==> config.mk <==
export PLATFORM = sky130hd
export DESIGN_NAME = shiftdist_pipe
export DESIGN_NICKNAME = d
export VERILOG_FILES = /design/src/rtl/shiftdist_pipe.sv
export SDC_FILE = /design/constraint.sdc
export NUM_CORES = 1
export LEC_CHECK = 0
export ABC_AREA = 1
export CORE_AREA = 4 4 84 86
export CTS_CLUSTER_SIZE = 30
export DETAILED_ROUTE_END_ITERATION = 7
export DIE_AREA = 0 0 88 90
export MAX_ROUTING_LAYER = met4
export PLACE_DENSITY = 0.64
export SETUP_SLACK_MARGIN = 0.1
export SLEW_MARGIN = 20
export SYNTH_ARGS = -nofsm -noshare
export SYNTH_HDL_FRONTEND = slang
export SYNTH_SLANG_ARGS = --single-unit
==> constraint.sdc <==
create_clock -name clk -period 2.5 [get_ports clk]
set_clock_uncertainty 0.05 [all_clocks]
set_input_delay 0.5 -clock clk [delete_from_list [all_inputs] [get_ports clk]]
set_output_delay 0.5 -clock clk [all_outputs]
set_load 0.005 [all_outputs]
==> src/rtl/shiftdist_pipe.sv <==
// Normalisation shift-distance unit for the rounder's significand shifter.
// Two-stage valid/ready pipeline: S1 adds the exponent bias, S2 selects and clamps.
module shiftdist_pipe #(
    parameter int EW   = 13,
    parameter int LZW  = 6,
    parameter int SIGW = 53,
    parameter int TAGW = 4
) (
    input  logic            clk,
    input  logic            rst,
    input  logic            in_valid,
    output logic            in_ready,
    input  logic [EW-1:0]   er,
    input  logic [LZW-1:0]  lz,
    input  logic            db,
    input  logic            tiny,
    input  logic            unfen,
    input  logic [TAGW-1:0] in_tag,
    output logic            out_valid,
    input  logic            out_ready,
    output logic [EW-1:0]   sh,
    output logic            sh_sat,
    output logic [TAGW-1:0] out_tag
);

    // Most negative right shift that still leaves the guard and sticky positions meaningful.
    localparam int            CLAMP_I = -(SIGW + 2);
    localparam logic [EW-1:0] CLAMP   = CLAMP_I[EW-1:0];

    // Stage 1 registers
    logic            v1_q,   v1_d;
    logic [EW-1:0]   sum_q,  sum_d;
    logic            den_q,  den_d;
    logic [EW-1:0]   lz_q,   lz_d;
    logic [TAGW-1:0] tag1_q, tag1_d;

    // Stage 2 registers
    logic            v2_q,   v2_d;
    logic [EW-1:0]   sh_q,   sh_d;
    logic            sat_q,  sat_d;
    logic [TAGW-1:0] tag2_q, tag2_d;

    logic          adv2;
    logic          load1;
    logic [EW-1:0] emax;
    logic          below_clamp;

    // An empty S2 always accepts, so bubbles collapse without waiting on out_ready.
    assign adv2     = ~v2_q | out_ready;
    assign load1    = ~v1_q | adv2;
    assign in_ready = load1;

    assign emax        = {{(EW - 10){1'b0}}, {3{db}}, 7'h7F};
    assign below_clamp = $signed(sum_q) < $signed(CLAMP);

    always_comb begin
        // NOTE: every next-state value is defaulted to hold first, so no path leaves a latch.
        v1_d   = v1_q;
        sum_d  = sum_q;
        den_d  = den_q;
        lz_d   = lz_q;
        tag1_d = tag1_q;

        if (load1) begin
            v1_d = in_valid;
            if (in_valid) begin
                sum_d  = er + emax;
                den_d  = tiny & ~unfen;
                lz_d   = {{(EW - LZW){1'b0}}, lz};
                tag1_d = in_tag;
            end
        end
    end

    always_comb begin
        v2_d   = v2_q;
        sh_d   = sh_q;
        sat_d  = sat_q;
        tag2_d = tag2_q;

        if (adv2) begin
            v2_d = v1_q;
            if (v1_q) begin
                tag2_d = tag1_q;
                if (den_q && below_clamp) begin
                    sh_d  = CLAMP;
                    sat_d = 1'b1;
                end else if (den_q) begin
                    sh_d  = sum_q;
                    sat_d = 1'b0;
                end else begin
                    sh_d  = lz_q;
                    sat_d = 1'b0;
                end
            end
        end
    end

    always_ff @(posedge clk) begin
        // NOTE: non-blocking assignments keep every register sampling pre-edge values.
        if (rst) begin
            v1_q   <= 1'b0;
            sum_q  <= '0;
            den_q  <= 1'b0;
            lz_q   <= '0;
            tag1_q <= '0;
            v2_q   <= 1'b0;
            sh_q   <= '0;
            sat_q  <= 1'b0;
            tag2_q <= '0;
        end else begin
            v1_q   <= v1_d;
            sum_q  <= sum_d;
            den_q  <= den_d;
            lz_q   <= lz_d;
            tag1_q <= tag1_d;
            v2_q   <= v2_d;
            sh_q   <= sh_d;
            sat_q  <= sat_d;
            tag2_q <= tag2_d;
        end
    end

    assign out_valid = v2_q;
    assign sh        = sh_q;
    assign sh_sat    = sat_q;
    assign out_tag   = tag2_q;

endmodule
Word level (Yosys, flattened, before mapping). Index checks and enable logic that the tools add are counted.

Output and inout port bits: 20. Register bits: 44. Logic and storage cells: 23.

Bitwise logic cells: 6. Magnitude comparators: 1. Multiplexer cells: 3. Add/sub/neg operators: 1. Reductions and logical operators: 3.

Operators by type and width (count): 2-to-1 mux 13 bit (2); adder 13 x 10 -> 13 bit (1); less-than comparator 13 x 7 -> 1 bit, second input constant (1); AND reduction 2 bit (2); NOT 1 bit (3); bitwise OR 1 bit (2); bitwise AND 1 bit (1); logical AND 1 bit (1); 2-to-1 mux 1 bit (1).

Logic depth before layout (Yosys ltp).
Depth after elaboration: 4. Gate-level depth with buffers: 11.

Worst setup path after synthesis. OpenSTA, ideal clock, no wires.

Path kind: input-to-reg. From: in er[8]. To: reg sum_q[10]. Data required time: 2341 ps. Arrival time: 1428 ps. Buffers on the path: 0. Path slack: 913 ps. Stages: 9. Library setup time: 109 ps. Path through: ha_1 nand2_2 inv_1 a21oi_1 nand3_1 nand2_1 nand3_1 nand2_1 inv_1.

Word-level cells in the longest chain between the ends: 1.

Ends and longest elaborated chain: start: declaration (RTL line 13) `input logic [EW-1:0] er,`; adder 13 x 10 -> 13 bit (RTL line 67) `sum_d = er + emax;`; end signal: assignment (RTL line 113) `sum_q <= sum_d;`; end: declaration (RTL line 32) `logic [EW-1:0] sum_q, sum_d;`.

No other way between the ends. A chain may end at the register's enable or synchronous reset.

Worst setup path after layout.
From: in out_ready. To: out in_ready.

Word-level cells in the longest chain between the ends: 2.

Ends and longest elaborated chain: start: declaration (RTL line 20) `input logic out_ready,`; bitwise OR 1 bit (RTL line 49) `assign adv2 = ~v2_q | out_ready;`; bitwise OR 1 bit (RTL line 50) `assign load1 = ~v1_q | adv2;`; end: declaration (RTL line 12) `output logic in_ready,`.

No other way between the ends.

==> summary.txt <==
Initial antenna violation count = 0
Synth Cell Area = 2170 µm²
Max IR drop VDD = 0.260 mV
Vias in the first global route = 1,816
Post-route setup slack = 339 ps
Setup TNS = 0 ps
Mux share of post-synthesis cell area = 0.923%
Xor and xnor area share after synthesis = 2.02%
Hold crit path type = flip-flop to flip-flop
CTS Sinks = 44
Syn nets = 342
Grt total ovfl = 0
Average wire per cell in the routed design = 11.6 µm
RSZ-0062 raised after global routing = false
Skew-Pair Late Insertion Delay = 290 ps
Initial Util = 34.5%
Routed Antenna Nets = 0
Row count = 29
Area contributors post-synth = dfxtp_1 (41%), nand2_1 (8.7%), nor2_1 (8.1%)
Clock root cell = clkbuf_8
DIE AREA = 7920 µm²
Clock Tree Buf Depth = 2
Main combinational cell family by area after synthesis = simple AND/OR/NAND/NOR gates
Simple-gate share of the synthesized area = 26.7%
Avg Cell Area, Syn = 7.04 µm²
Critical path endpoint category = output port
Final Hold Vio Count = 0
Setup crit start kind = input port
Adder-cell share of the synthesized area = 2.31%
Place WS = 331 ps
Run status = complete, no violations
Yosys top cell area share = 40.6%
First-pass GRT wire length = 8.36 mm
PD cells = 545 nW/µm²
Die Wd = 88 µm
Hold Buf Count CTS = 0
Yosys reg bits = 44
Slew headroom = 62.0%
Largest net degree at the start of global routing = 27
Minimum clock period = 2160 ps
Sequential area share after synthesis = 40.6%
Nets = 388
Syn Inst Count = 308
Leakage power total = 0.00118 µW
EDFF count, synth = 0
Reg area = 881 µm²
Area occupied by multi-input gates = 1070 µm²
Compound-Gate Fraction of Synth Area = 17.6%
Post-DP HPWL = 3.81 mm
Slew @ Worst Pin = 570 ps
Synth area leader = dfxtp_1
Most frequent cell after synthesis = nand2_1
F_max = 463 MHz
Total track usage = 13.4%
Setup bufs post-CTS = 0
Most common flop cell mapped by yosys = dfxtp_1
Share of cells above drive strength 1 = 9.86%
DR iter-0 viols = 84
DR pass1 iterations = 4
CTS tree = yes
MaxCap Viol Count = 0
Worst endpoint required time = 1950 ps
Final Max Slew Viols = 0
Netlist cell types = 28
Post-cts resize count = 0
Post-Route WL = 5.02 mm
RD Place Congestion = 0.896
Clock-pin slew on the worst setup and hold paths = 80 ps
Vias per inst = 4.78
Ant. Diodes = 0
Total number of H-tree levels = 2
Crit Path Max Fanout = 3
TritonCTS buffer count = 5
Fill count = 651
Core Region = 6280 µm²
Area Overhead vs Synth = 28.7%
Tcrit/Tclk final = 86.5%
Die Ht = 90 µm
Ys Warns = 0
Arr. time, crit path = 1610 ps
Vias = 2,065
Setup violations, final = 0
Num ports = 50
CP Class = input port to output port
Remaining DRCs = 0
IO buf count = 49
Most frequent cells after synthesis = nand2_1 (50), nor2_1 (47), dfxtp_1 (44)
Asr flop ratio synth = 0%
-- area by class of cell --
| type | instances | share of cell area, % |
|---|---|---|
| clock buffers | 8 | 3.23 |
| repair buffers | 51 | 18.1 |
| multi-input cells | 214 | 38.5 |
| inverters | 38 | 5.20 |
| well taps | 77 | 3.45 |
| flip-flops and latches | 44 | 31.6 |
-- cell families (layout without fill, tap and decap cells) --
logic type / Yosys count / in the layout
AO/OA/AOI/OAI: 71 / 71
adder cells (fa/ha/maj): 4 / 4
multiplexers: 2 / 2
buffers and inverters: 50 / 97
AND/OR/NAND/NOR: 132 / 132
XOR/XNOR: 5 / 5
flip-flops: 44 / 44
-- where the power goes --
group / total, µW / internal [µW] / leakage (µW) / switching [µW]
clock: 447 / 225 / 0.0000455 / 222
sequential: 784 / 751 / 0.000364 / 33.4
combinational: 291 / 142 / 0.000766 / 149
-- state kept, by name (all words and copies together) (netlist names) --
| signal | count |
|---|---|
| sh | 13 |
| sum_q | 13 |
| lz_q | 6 |
| out_tag | 4 |
| tag1_q | 4 |
| den_q | 1 |
| out_valid | 1 |
| sh_sat | 1 |
| v1_q | 1 |
-- final timing paths --
kind         depth (start not counted)                 start  slack (ps)                    to
max reg2reg                          5    den_q$_SDFFE_PP0P_        1080    sh[1]$_SDFFE_PP0P_
min reg2reg                          2  lz_q[2]$_SDFFE_PP0P_         410  lz_q[2]$_SDFFE_PP0P_
max                                  4             out_ready         340              in_ready
min                                  2  lz_q[2]$_SDFFE_PP0P_         410  lz_q[2]$_SDFFE_PP0P_
-- layer usage --
| layer | vias up | part of all wire (%) | track usage (%) |
|---|---|---|---|
| met5 | - | 0 | - |
| met4 | 0 | 1.3 | 4.22 |
| met3 | 6 | 7.6 | 2.83 |
| met2 | 65 | 44 | 19.8 |
| met1 | 903 | 47 | 18.1 |
| li1 | 1091 | - | - |
-- placed cells by master (no fill, tap or decap), drive strengths merged --
cell type	instances
buf	2
xnor2	1
ha	4
xor2	4
nand3	20
o21ai	38
nand4	4
nor2	52
clkdlybuf4s50	49
o211ai	1
nand2	56
a211oi	1
clkbuf	8
inv	38
a21boi	1
a21oi	30
dfxtp	44
mux2i	2
-- through the flow --
stage	hold slack [ps]	power (µW)	cell area, µm²	utilization, %	std cells
floorplan	375	967	2170	-	308
global placement	387	1090	2700	43.0	424
detailed placement	394	1090	2700	43.0	424
CTS	405	1540	2790	44.5	432
global route	434	1610	2790	44.5	432
finish	410	1520	2790	44.5	432
-- critical path, stage by stage --
cell and delay [ps]:
clkdlybuf4s50_1 470, inv_2 40, nand3_2 90, clkdlybuf4s50_1 510
(Power assumes the default switching activity.)
